`config.mk`:
```
export PLATFORM = sky130hd
export DESIGN_NAME = repairable_memory
export DESIGN_NICKNAME = d
export VERILOG_FILES = /design/src/rtl/mbist_pkg.sv /design/src/rtl/repair_cam.sv /design/src/rtl/repairable_memory.sv
export SDC_FILE = /design/constraint.sdc
export NUM_CORES = 2
export LEC_CHECK = 0
export CAP_MARGIN = 30
export CORE_MARGIN = 2
export CORE_UTILIZATION = 30
export CTS_CLUSTER_SIZE = 8
export DETAILED_ROUTE_END_ITERATION = 8
export GPL_TIMING_DRIVEN = 0
export HOLD_SLACK_MARGIN = 0.08
export PLACE_DENSITY = 0.53
export SETUP_SLACK_MARGIN = 0.05
export SLEW_MARGIN = 15
export SYNTH_ARGS = -nofsm -noshare
export SYNTH_HDL_FRONTEND = slang
export SYNTH_SLANG_ARGS = --single-unit
export TNS_END_PERCENT = 30
```
`constraint.sdc`:
```
create_clock -name clk -period 5.9 [get_ports clk]
set_input_delay 1.18 -clock clk [delete_from_list [all_inputs] [get_ports clk]]
set_output_delay 1.18 -clock clk [all_outputs]
set_load 0.01 [all_outputs]
```
`src/rtl/mbist_pkg.sv`:
```
`default_nettype none
// ============================================================================
// Module   : mbist_pkg
// Brief    : Shared types and helpers for the repairable memory and its CAM.
// Revision : 1.0 - initial release
// ============================================================================
package mbist_pkg;

    typedef logic [0:0] state_t;

    localparam state_t ST_CLEAR = 1'b0;
    localparam state_t ST_READY = 1'b1;

    // Spare-row index width; a single spare still needs a one-bit index.
    function automatic int spare_idx_w(input int spare_rows);
        return (spare_rows > 1) ? $clog2(spare_rows) : 1;
    endfunction

endpackage
`default_nettype wire

```
`src/rtl/repair_cam.sv`:
```
`default_nettype none
// ============================================================================
// Module   : repair_cam
// Brief    : Repair remap table: lookup with lowest-index hit, duplicate check,
//            fill count, full flag and sticky overflow.
// Revision : 1.0 - initial release
// ============================================================================
module repair_cam
    import mbist_pkg::*;
#(
    parameter int ADDR_WIDTH = 8,
    parameter int MEM_SIZE   = 256,
    parameter int SPARE_ROWS = 4,
    localparam int SIDX_W    = spare_idx_w(SPARE_ROWS),
    localparam int CNT_W     = $clog2(SPARE_ROWS + 1)
) (
    input  logic                  clk,
    input  logic                  rst_n,
    input  logic [ADDR_WIDTH-1:0] lookup_addr_i,
    output logic                  hit_o,
    output logic [SIDX_W-1:0]     hit_idx_o,
    input  logic                  repair_en_i,
    input  logic [ADDR_WIDTH-1:0] repair_addr_i,
    output logic [CNT_W-1:0]      count_o,
    output logic                  full_o,
    output logic                  ovf_o
);

    localparam logic [ADDR_WIDTH:0] MEM_LIMIT = (ADDR_WIDTH + 1)'(MEM_SIZE);

    logic [SPARE_ROWS-1:0] valid_q;
    logic [ADDR_WIDTH-1:0] addr_q [SPARE_ROWS];
    logic [CNT_W-1:0]      count_q, count_d;
    logic                  ovf_q, ovf_d;
    logic [SPARE_ROWS-1:0] lk_match;
    logic [SPARE_ROWS-1:0] rp_match;
    logic [SIDX_W-1:0]     free_idx;
    logic                  rp_in_range;
    logic                  rp_dup;
    logic                  rp_accept;

    generate
        for (genvar i = 0; i < SPARE_ROWS; i++) begin : g_match
            assign lk_match[i] = valid_q[i] && (addr_q[i] == lookup_addr_i);
            assign rp_match[i] = valid_q[i] && (addr_q[i] == repair_addr_i);
        end
    endgenerate

    // Descending scans leave the lowest matching / free index as the winner.
    always_comb begin
        hit_o     = 1'b0;
        hit_idx_o = '0;
        free_idx  = '0;
        for (int i = SPARE_ROWS - 1; i >= 0; i--) begin
            if (lk_match[i]) begin
                hit_o     = 1'b1;
                hit_idx_o = SIDX_W'(i);
            end
            if (!valid_q[i]) begin
                free_idx = SIDX_W'(i);
            end
        end
    end

    assign rp_in_range = {1'b0, repair_addr_i} < MEM_LIMIT;
    assign rp_dup      = |rp_match;
    assign full_o      = (count_q == CNT_W'(SPARE_ROWS));
    assign count_o     = count_q;
    assign ovf_o       = ovf_q;

    always_comb begin
        rp_accept = repair_en_i && rp_in_range && !rp_dup && !full_o;
        count_d   = count_q;
        ovf_d     = ovf_q;
        if (rp_accept) begin
            count_d = count_q + CNT_W'(1);
        end
        if (repair_en_i && rp_in_range && !rp_dup && full_o) begin
            ovf_d = 1'b1;
        end
    end

    always_ff @(posedge clk or negedge rst_n) begin
        if (!rst_n) begin
            valid_q <= '0;
            count_q <= '0;
            ovf_q   <= 1'b0;
            for (int i = 0; i < SPARE_ROWS; i++) begin
                addr_q[i] <= '0;
            end
        end else begin
            count_q <= count_d;
            ovf_q   <= ovf_d;
            if (rp_accept) begin
                valid_q[free_idx] <= 1'b1;
                addr_q[free_idx]  <= repair_addr_i;
            end
        end
    end

endmodule
`default_nettype wire

```
`src/rtl/repairable_memory.sv`:
```
`default_nettype none
// ============================================================================
// Module   : repairable_memory
// Brief    : Single-port memory with spare-row remap, registered read and a
//            sequential clear sweep. Optional macro: FAULT_INJECT_EN.
// Revision : 1.0 - initial release
// ============================================================================
module repairable_memory
    import mbist_pkg::*;
#(
    parameter int ADDR_WIDTH = 8,
    parameter int DATA_WIDTH = 8,
    parameter int MEM_SIZE   = 256,
    parameter int SPARE_ROWS = 4
) (
    input  logic                               clk,
    input  logic                               rst_n,
`ifdef FAULT_INJECT_EN
    input  logic                               fi_en,
    input  logic [ADDR_WIDTH-1:0]              fi_addr,
    input  logic [$clog2(DATA_WIDTH)-1:0]      fi_bit,
    input  logic                               fi_val,
`endif
    input  logic                               mem_en,
    input  logic                               mem_we,
    input  logic [ADDR_WIDTH-1:0]              mem_addr,
    input  logic [DATA_WIDTH-1:0]              mem_wdata,
    output logic [DATA_WIDTH-1:0]              mem_rdata,
    output logic                               mem_rvalid,
    output logic                               mem_ready,
    output logic                               oob_err,
    input  logic                               init_start,
    input  logic                               repair_en,
    input  logic [ADDR_WIDTH-1:0]              repair_addr,
    output logic [$clog2(SPARE_ROWS+1)-1:0]    repair_count,
    output logic                               repair_full,
    output logic                               repair_ovf
);

    localparam int ROWS   = MEM_SIZE + SPARE_ROWS;
    localparam int PHYS_W = $clog2(ROWS);
    localparam int SIDX_W = spare_idx_w(SPARE_ROWS);
    localparam logic [ADDR_WIDTH:0] MEM_LIMIT = (ADDR_WIDTH + 1)'(MEM_SIZE);
    localparam logic [PHYS_W-1:0]   LAST_ROW  = PHYS_W'(ROWS - 1);

    state_t                state_q, state_d;
    logic [PHYS_W-1:0]     ptr_q, ptr_d;
    logic [DATA_WIDTH-1:0] mem_q [ROWS];
    logic [DATA_WIDTH-1:0] rdata_q, rdata_d;
    logic                  rvalid_q, rvalid_d;
    logic                  oob_q, oob_d;

    logic                  clear_we;
    logic                  hit;
    logic [SIDX_W-1:0]     hit_idx;
    logic                  in_range;
    logic                  acc;
    logic                  wr_en;
    logic [PHYS_W-1:0]     phys;
    logic [DATA_WIDTH-1:0] rd_word;

    repair_cam #(
        .ADDR_WIDTH (ADDR_WIDTH),
        .MEM_SIZE   (MEM_SIZE),
        .SPARE_ROWS (SPARE_ROWS)
    ) u_cam (
        .clk           (clk),
        .rst_n         (rst_n),
        .lookup_addr_i (mem_addr),
        .hit_o         (hit),
        .hit_idx_o     (hit_idx),
        .repair_en_i   (repair_en),
        .repair_addr_i (repair_addr),
        .count_o       (repair_count),
        .full_o        (repair_full),
        .ovf_o         (repair_ovf)
    );

    always_ff @(posedge clk or negedge rst_n) begin
        if (!rst_n) begin
            state_q <= ST_CLEAR;
            ptr_q   <= '0;
        end else begin
            state_q <= state_d;
            ptr_q   <= ptr_d;
        end
    end

    always_comb begin
        state_d = state_q;
        ptr_d   = ptr_q;
        case (state_q)
            ST_CLEAR: begin
                if (init_start) begin
                    ptr_d = '0;
                end else if (ptr_q == LAST_ROW) begin
                    state_d = ST_READY;
                    ptr_d   = '0;
                end else begin
                    ptr_d = ptr_q + PHYS_W'(1);
                end
            end
            ST_READY: begin
                if (init_start) begin
                    state_d = ST_CLEAR;
                    ptr_d   = '0;
                end
            end
            default: begin
                state_d = ST_CLEAR;
                ptr_d   = '0;
            end
        endcase
    end

    always_comb begin
        mem_ready = (state_q == ST_READY);
        clear_we  = (state_q == ST_CLEAR);
    end

    // Remapped addresses land on the spares stacked above the main array.
    assign in_range = {1'b0, mem_addr} < MEM_LIMIT;
    assign acc      = mem_ready && mem_en;
    assign wr_en    = acc && mem_we && in_range;
    assign phys     = hit ? PHYS_W'(MEM_SIZE + int'(hit_idx)) : PHYS_W'(mem_addr);

    always_comb begin
        rd_word = mem_q[phys];
`ifdef FAULT_INJECT_EN
        if (fi_en && !hit && (mem_addr == fi_addr)) begin
            rd_word[fi_bit] = fi_val;
        end
`endif
    end

    always_ff @(posedge clk) begin
        if (clear_we) begin
            mem_q[ptr_q] <= '0;
        end else if (wr_en) begin
            mem_q[phys] <= mem_wdata;
        end
    end

    always_comb begin
        rvalid_d = acc && !mem_we;
        oob_d    = acc && !in_range;
        rdata_d  = rdata_q;
        if (rvalid_d) begin
            rdata_d = in_range ? rd_word : '0;
        end
    end

    always_ff @(posedge clk or negedge rst_n) begin
        if (!rst_n) begin
            rdata_q  <= '0;
            rvalid_q <= 1'b0;
            oob_q    <= 1'b0;
        end else begin
            rdata_q  <= rdata_d;
            rvalid_q <= rvalid_d;
            oob_q    <= oob_d;
        end
    end

    assign mem_rdata  = rdata_q;
    assign mem_rvalid = rvalid_q;
    assign oob_err    = oob_q;

endmodule
`default_nettype wire

```
* Word level (Yosys, flattened, before mapping)
Memories as Yosys holds them, arrays and structs flattened. A register that Yosys moved wholly into a read port is not among the register bits.
Index checks and enable logic that the tools add are counted.
** Cells by class
- Add/subtract/negate cells :: 3
- Magnitude comparators :: 4
- Equality and inequality tests :: 11
- Muxes and demuxes :: 33
- Bitwise logic cells :: 3
- Reduce and logical (&&, ||, !) cells :: 22
** Operator list (number)
- $eq A8 B8 Y1 :: 8
- $mux W9 :: 5
- $bwmux W32 :: 1
- $pmux W9 S2 :: 1
- $demux W8 S2 :: 1
- $logic_and A1 B1 Y1 :: 16
- $mux W2 :: 8
- $mux W8 :: 2
- $mux W1 :: 13
- $add A9 B1 Y9 const B :: 1
- $add A9 B2 Y9 const A :: 1
- $eq A9 B9 Y1 const B :: 1
- $reduce_or A8 Y1 :: 1
- $logic_not A1 Y1 :: 4
- $or A4 B4 Y4 :: 1
- $reduce_or A4 Y1 :: 1
- $add A3 B1 Y3 const B :: 1
- $eq A3 B3 Y1 const B :: 1
- $ge A3 B3 Y1 const B :: 1
- $lt A2 B3 Y1 const B :: 1
- $lt A3 B1 Y1 const B :: 1
- $not A2 Y3 :: 1
- $demux W1 S2 :: 1
- $ge A2 B1 Y1 const B :: 1
- 3 further kinds :: 3
** Storage, ports and cells
- Bits in registers :: 51
- Memory bits (writable) :: 2080
- Bits of input ports :: 30
- Output and inout port bits :: 16
- Word-level logic and storage cells :: 87
- Memories kept :: 1
** Memory list
- mem_q :: depth 260, width 8, rd ports 1, clocked after memory_dff 1, write ports 1, RTL line repairable_memory.sv:48 : logic [DATA_WIDTH-1:0] mem_q [ROWS];

* Depth between registers and ports, before layout
- Depth in word-level cells :: 10
- Mapped depth :: 19

* Modules after synthesis
A second synthesis with hierarchy kept.
** Second synthesis, totals
- Cell total of the unflattened synthesis :: 5751
- Area total of the unflattened synthesis :: 86182.7 sq um
** By module, submodules not included
- repairable_memory :: instances 1, cells each 5543, area an instance 83669.0 sq um, seq. area each 62935.4 sq um
- repair_cam :: instances 1, cells each 208, area an instance 2513.7 sq um, seq. area each 1001.0 sq um

* Worst setup path before layout
Ideal clock, no wire load.
- Kind :: input -> register
- From :: in mem_we
- To :: mem mem_q[0][0], data pin
- Arrival time :: 5.194 ns
- Data required time :: 5.020 ns
- Slack :: -0.174 ns
- Cell stages on the path :: 4
- Path buffers :: 2
- Cell sequence :: and3_1 -> clkbuf_1 -> clkbuf_1 -> and2_1
** Between the ends
- Word-level cells in the longest chain between the ends :: 6
** Ends and longest elaborated chain
- start: declaration :: RTL line repairable_memory.sv:25 : input logic mem_we,
- $logic_and A1 B1 Y1 :: RTL line repairable_memory.sv:124 : assign wr_en = acc && mem_we && in_range;
- $mux W1 :: RTL line repairable_memory.sv:139 : end else if (wr_en) begin
- $mux W1 :: RTL line repairable_memory.sv:137 : if (clear_we) begin
- $mux W1 (not written as such) :: RTL line repairable_memory.sv:140 : mem_q[phys] <= mem_wdata;
- $reduce_or A8 Y1 (no source line)
- $mux W8 (no source line)
- end: declaration :: RTL line repairable_memory.sv:48
Every way passes these cells.

* Worst setup path in the final report
- From :: in mem_addr[3]
- To :: reg rdata_q[1], in the netlist mem_rdata[1] (read register of mem_q)
** Between the ends
- Word-level cells in the longest chain between the ends :: 8
- Elaborated cells between the ends (all ways) :: 18
** Ends and longest elaborated chain
- start: declaration :: RTL line repairable_memory.sv:26 : input logic [ADDR_WIDTH-1:0] mem_addr,
- $eq A8 B8 Y1 :: RTL line repair_cam.sv:44 : assign lk_match[i] = valid_q[i] && (addr_q[i] == lookup_addr_i);
- $logic_and A1 B1 Y1 :: RTL line repair_cam.sv:44
- $mux W2 (4 in a row) :: RTL line repair_cam.sv:55 : if (lk_match[i]) begin
- $add A9 B2 Y9 :: RTL line repairable_memory.sv:125 : assign phys = hit ? PHYS_W'(MEM_SIZE + int'(hit_idx)) : PHYS_W'(mem_addr);
- $mux W9 * :: RTL line repairable_memory.sv:125
- end: declaration :: RTL line repairable_memory.sv:49 : logic [DATA_WIDTH-1:0] rdata_q, rdata_d;
Every way passes the cells marked *; elsewhere a longest branch is shown, timed or not.
A chain may end at the register's enable or synchronous reset.

==> impl_metrics.env <==
export IMPL_status="finished with violations"
export IMPL_violations="negative setup slack"
export IMPL_fin_crit_ps=6093
export IMPL_yosys_area_share_simple_pct=12.92
export IMPL_numCtsBuffers=318
export IMPL_drive_gt1_share_pct=17.52
export IMPL_cts_clk_slew_worst_paths_ps=50
export IMPL_fp_row_count=197
export IMPL_async_flop_share_pct=2.758
export IMPL_yosys_warnings=0
export IMPL_rsz0062_at_grt="yes"
export IMPL_synth_fa_ha_area_share_pct=0.04326
export IMPL_clkPwrFrac_pct=43.8
export IMPL_crit_fanout=10
export IMPL_die_w_um=541.8
export IMPL_synth_seq_area_share_pct=73.69
export IMPL_port_buffers=32
export IMPL_grt_usage_pct=27.29
export IMPL_cts_root_buf="clkbuf_16"
export IMPL_die_area_mm2=0.2935
export IMPL_postPlaceCellArea_mm2=0.09441
export IMPL_fin_ws_ps=-193.1
export IMPL_hp_class="in -> async"
export IMPL_maxCapViolCount=0
export IMPL_internal_power_mw=27.36
export IMPL_final_common_cell="edfxtp_1"
export IMPL_synth_seq_cells=2139
export IMPL_nNetsFinal=7011
export IMPL_swShare_pct=26.38
export IMPL_drc=0
export IMPL_synth_top_family_by_area="simple AND/OR/NAND/NOR gates"
export IMPL_drtAntennaViolNets=0
export IMPL_arrival_ps=6970
export IMPL_firstDrtPassIters=7
export IMPL_powerDensity_mw_per_mm2=354.6
export IMPL_grt_max_degree=81
export IMPL_numClockSinks=2139
export IMPL_clk_latency_ps=980
export IMPL_seq_power_share_pct=44.8
export IMPL_power_frac_comb_pct=11.3
export IMPL_final_area_mm2=0.1048
export IMPL_m1WireLength_um=150500
export IMPL_vias_per_cell=5.915
export IMPL_initial_core_util_pct=30.14
export IMPL_areaGrowthSynthToFinish_pct=20.82
export IMPL_die_y_um=541.8
export IMPL_clock_skew_ps=80.08
export IMPL_finalMaxSlewViolations=0
export IMPL_synth_xor_area_share_pct=0.6663
export IMPL_syn_instance_count=6418
export IMPL_syn_area_mm2=0.08676
export IMPL_layout_common_cells="edfxtp_1 (2080), nand2_1 (1466), nand3_1 (420)"
export IMPL_clk_path_buf_depth=4
export IMPL_cts_tree="yes"
export IMPL_synth_fp_nets=6451
export IMPL_wl_per_cell_um=37.76
export IMPL_synth_ff_type="edfxtp_1"
export IMPL_dr_wl_met2_um=173300
export IMPL_finalCritPeriodShare_pct=103.3
export IMPL_endpoint_kind="flop"
export IMPL_avgSynthCellArea_um2=13.52
export IMPL_drt_initial_drc_count=11460
export IMPL_antenna_found_initial=73
export IMPL_routed_top_layer="met5"
export IMPL_grt_overflow=0
export IMPL_vias=64260
export IMPL_fin_setup_tns_ps=-1021
export IMPL_gp_congestion=1.060
export IMPL_synth_compound_area_share_pct=7.333
export IMPL_synth_distinct_cells=79
export IMPL_required_ps=6780
export IMPL_setup_worst_path_start_class="input port"
export IMPL_worst_setup_path_type="in -> reg"
export IMPL_wl_met3_um=55060
export IMPL_synth_edf_count=2080
export IMPL_finalSetupViolCount=34
export IMPL_drt_wl_total_um=410300
export IMPL_peakVddDrop_v=0.0003765
export IMPL_coreArea_mm2=0.2879
export IMPL_fmax_mhz=164.1
export IMPL_dp_hpwl_um=294500
export IMPL_htree_levels=5
export IMPL_grt_pass1_vias=58880
export IMPL_hold_viol_final=0
export IMPL_synthMuxAreaShare_pct=2.685
export IMPL_power_switching_mw=9.806
export IMPL_p_leak_nw=37.53
export IMPL_io_pins=46
export IMPL_slew_headroom_pct=20.79
export IMPL_tightest_slew_ps=1188
export IMPL_grt_pass1_wl_um=535900
-- per-stage QoR --
step           hold WS [ps]  cells  util (%)  worst slack [ps]  total power [mW]
2_1_floorplan         477.7   6418         -              1364             18.58
3_3_place_gp          442.8  10230     31.89             -3426             20.69
3_5_place_dp          470.8  10420     32.79             -2757             20.80
4_1_cts               141.2  10820     36.22            -80.23             36.89
5_1_grt               186.1  10840     36.39            -31.48             37.66
6_report              169.6  10870     36.41            -193.1             37.17
-- power groups by stage --
stage | clock (mW) | combinational [mW] | sequential, mW
after detailed placement | 0 | 3.86 | 16.9
final | 16.3 | 4.21 | 16.7
after floorplan | 0 | 1.65 | 16.9
after CTS | 16.3 | 3.94 | 16.7
after global routing | 16.9 | 4.13 | 16.7
after global placement | 0 | 3.75 | 16.9
-- kinds of logic after synthesis --
family	count (synthesis)
other	1
and+or+nand+nor	2621
AOI/OAI and AO/OA	926
buffers and inverters	451
muxes	211
DFF	2139
xor gates and xnor gates	66
adders and majority gates	3
-- sequential cells by signal, summed over array words and instances, names as in the netlist --
register	cells
mem_ready	1
u_cam.valid_q	4
mem_rvalid	1
u_cam.count_o	3
mem_q	2080
mem_rdata	8
u_cam.addr_q	32
ptr_q	9
u_cam.ovf_o	1
-- critical path, stage by stage --
cell and delay (ps):
clkdlybuf4s50_1 510, buf_6 300, xnor2_1 150, nand3_1 120
or3_1 150, buf_2 330, clkbuf_1 450, clkbuf_1 860
buf_1 690, nand3_1 170, nand3_1 170, nand3_1 180
a211oi_1 480, a211oi_4 180, a31oi_1 430, o21ai_1 340
o21ai_1 220
-- worst paths after layout --
kind                                                   from  depth (start not counted)  slack, ps                     endpoint
worst min register to register      u_cam.ovf_o$_DFFE_PN0P_                          1        480      u_cam.ovf_o$_DFFE_PN0P_
max in group asynchronous                             rst_n                          2       5060     mem_rdata[2]$_DFFE_PN0P_
worst max register to register  u_cam.addr_q[5]$_DFFE_PN0P_                         16        360     mem_rdata[1]$_DFFE_PN0P_
worst min-delay path                                  rst_n                          1        170  u_cam.addr_q[6]$_DFFE_PN0P_
worst max-delay path                            mem_addr[3]                         17       -190     mem_rdata[1]$_DFFE_PN0P_
min in group clk                    u_cam.ovf_o$_DFFE_PN0P_                          1        480      u_cam.ovf_o$_DFFE_PN0P_
-- repair_timing --
action,CTS,global route
hold endpoints to repair,0,0
hold buffers,0,0
endpoints found under the setup margin,2085,1520
setup buffers,20,1
resized for setup,358,110
pin swaps,9,4
-- synth_stat cells, types with 107 or more instances --
library cell | n | area share (%)
o21ai_0 | 107 | 0.62
a211oi_1 | 117 | 1.0
edfxtp_1 | 2080 | 72
a31oi_1 | 202 | 1.5
a21oi_1 | 159 | 0.92
buf_2 | 211 | 1.2
nand3_1 | 421 | 2.4
nor2_1 | 390 | 1.7
clkbuf_1 | 134 | 0.58
mux2i_1 | 154 | 1.8
and3_1 | 199 | 1.4
nand2_1 | 1484 | 6.4
-- final cells by class --
type	instances	area (um^2)
Clock buffer	384	8418
Sequential cell	2139	63940
Antenna cell	36	90.09
Timing Repair Buffer	250	3029
Inverter	12	45.04
Tap cell	3781	4731
Clock inverter	6	58.81
Buffer	429	2621
Fill cell	27460	183100
Multi-Input combinational cell	3828	21900
-- routing by layer --
| layer | vias up | global-route usage (%) |
|---|---|---|
| met5 | - | 0 |
| met4 | 20 | 17.82 |
| met2 | 5113 | 39.77 |
| met3 | 1172 | 9.397 |
| met1 | 32880 | 34.33 |
| li1 | 25080 | - |
Note: power is estimated with default switching activity, not from simulation.
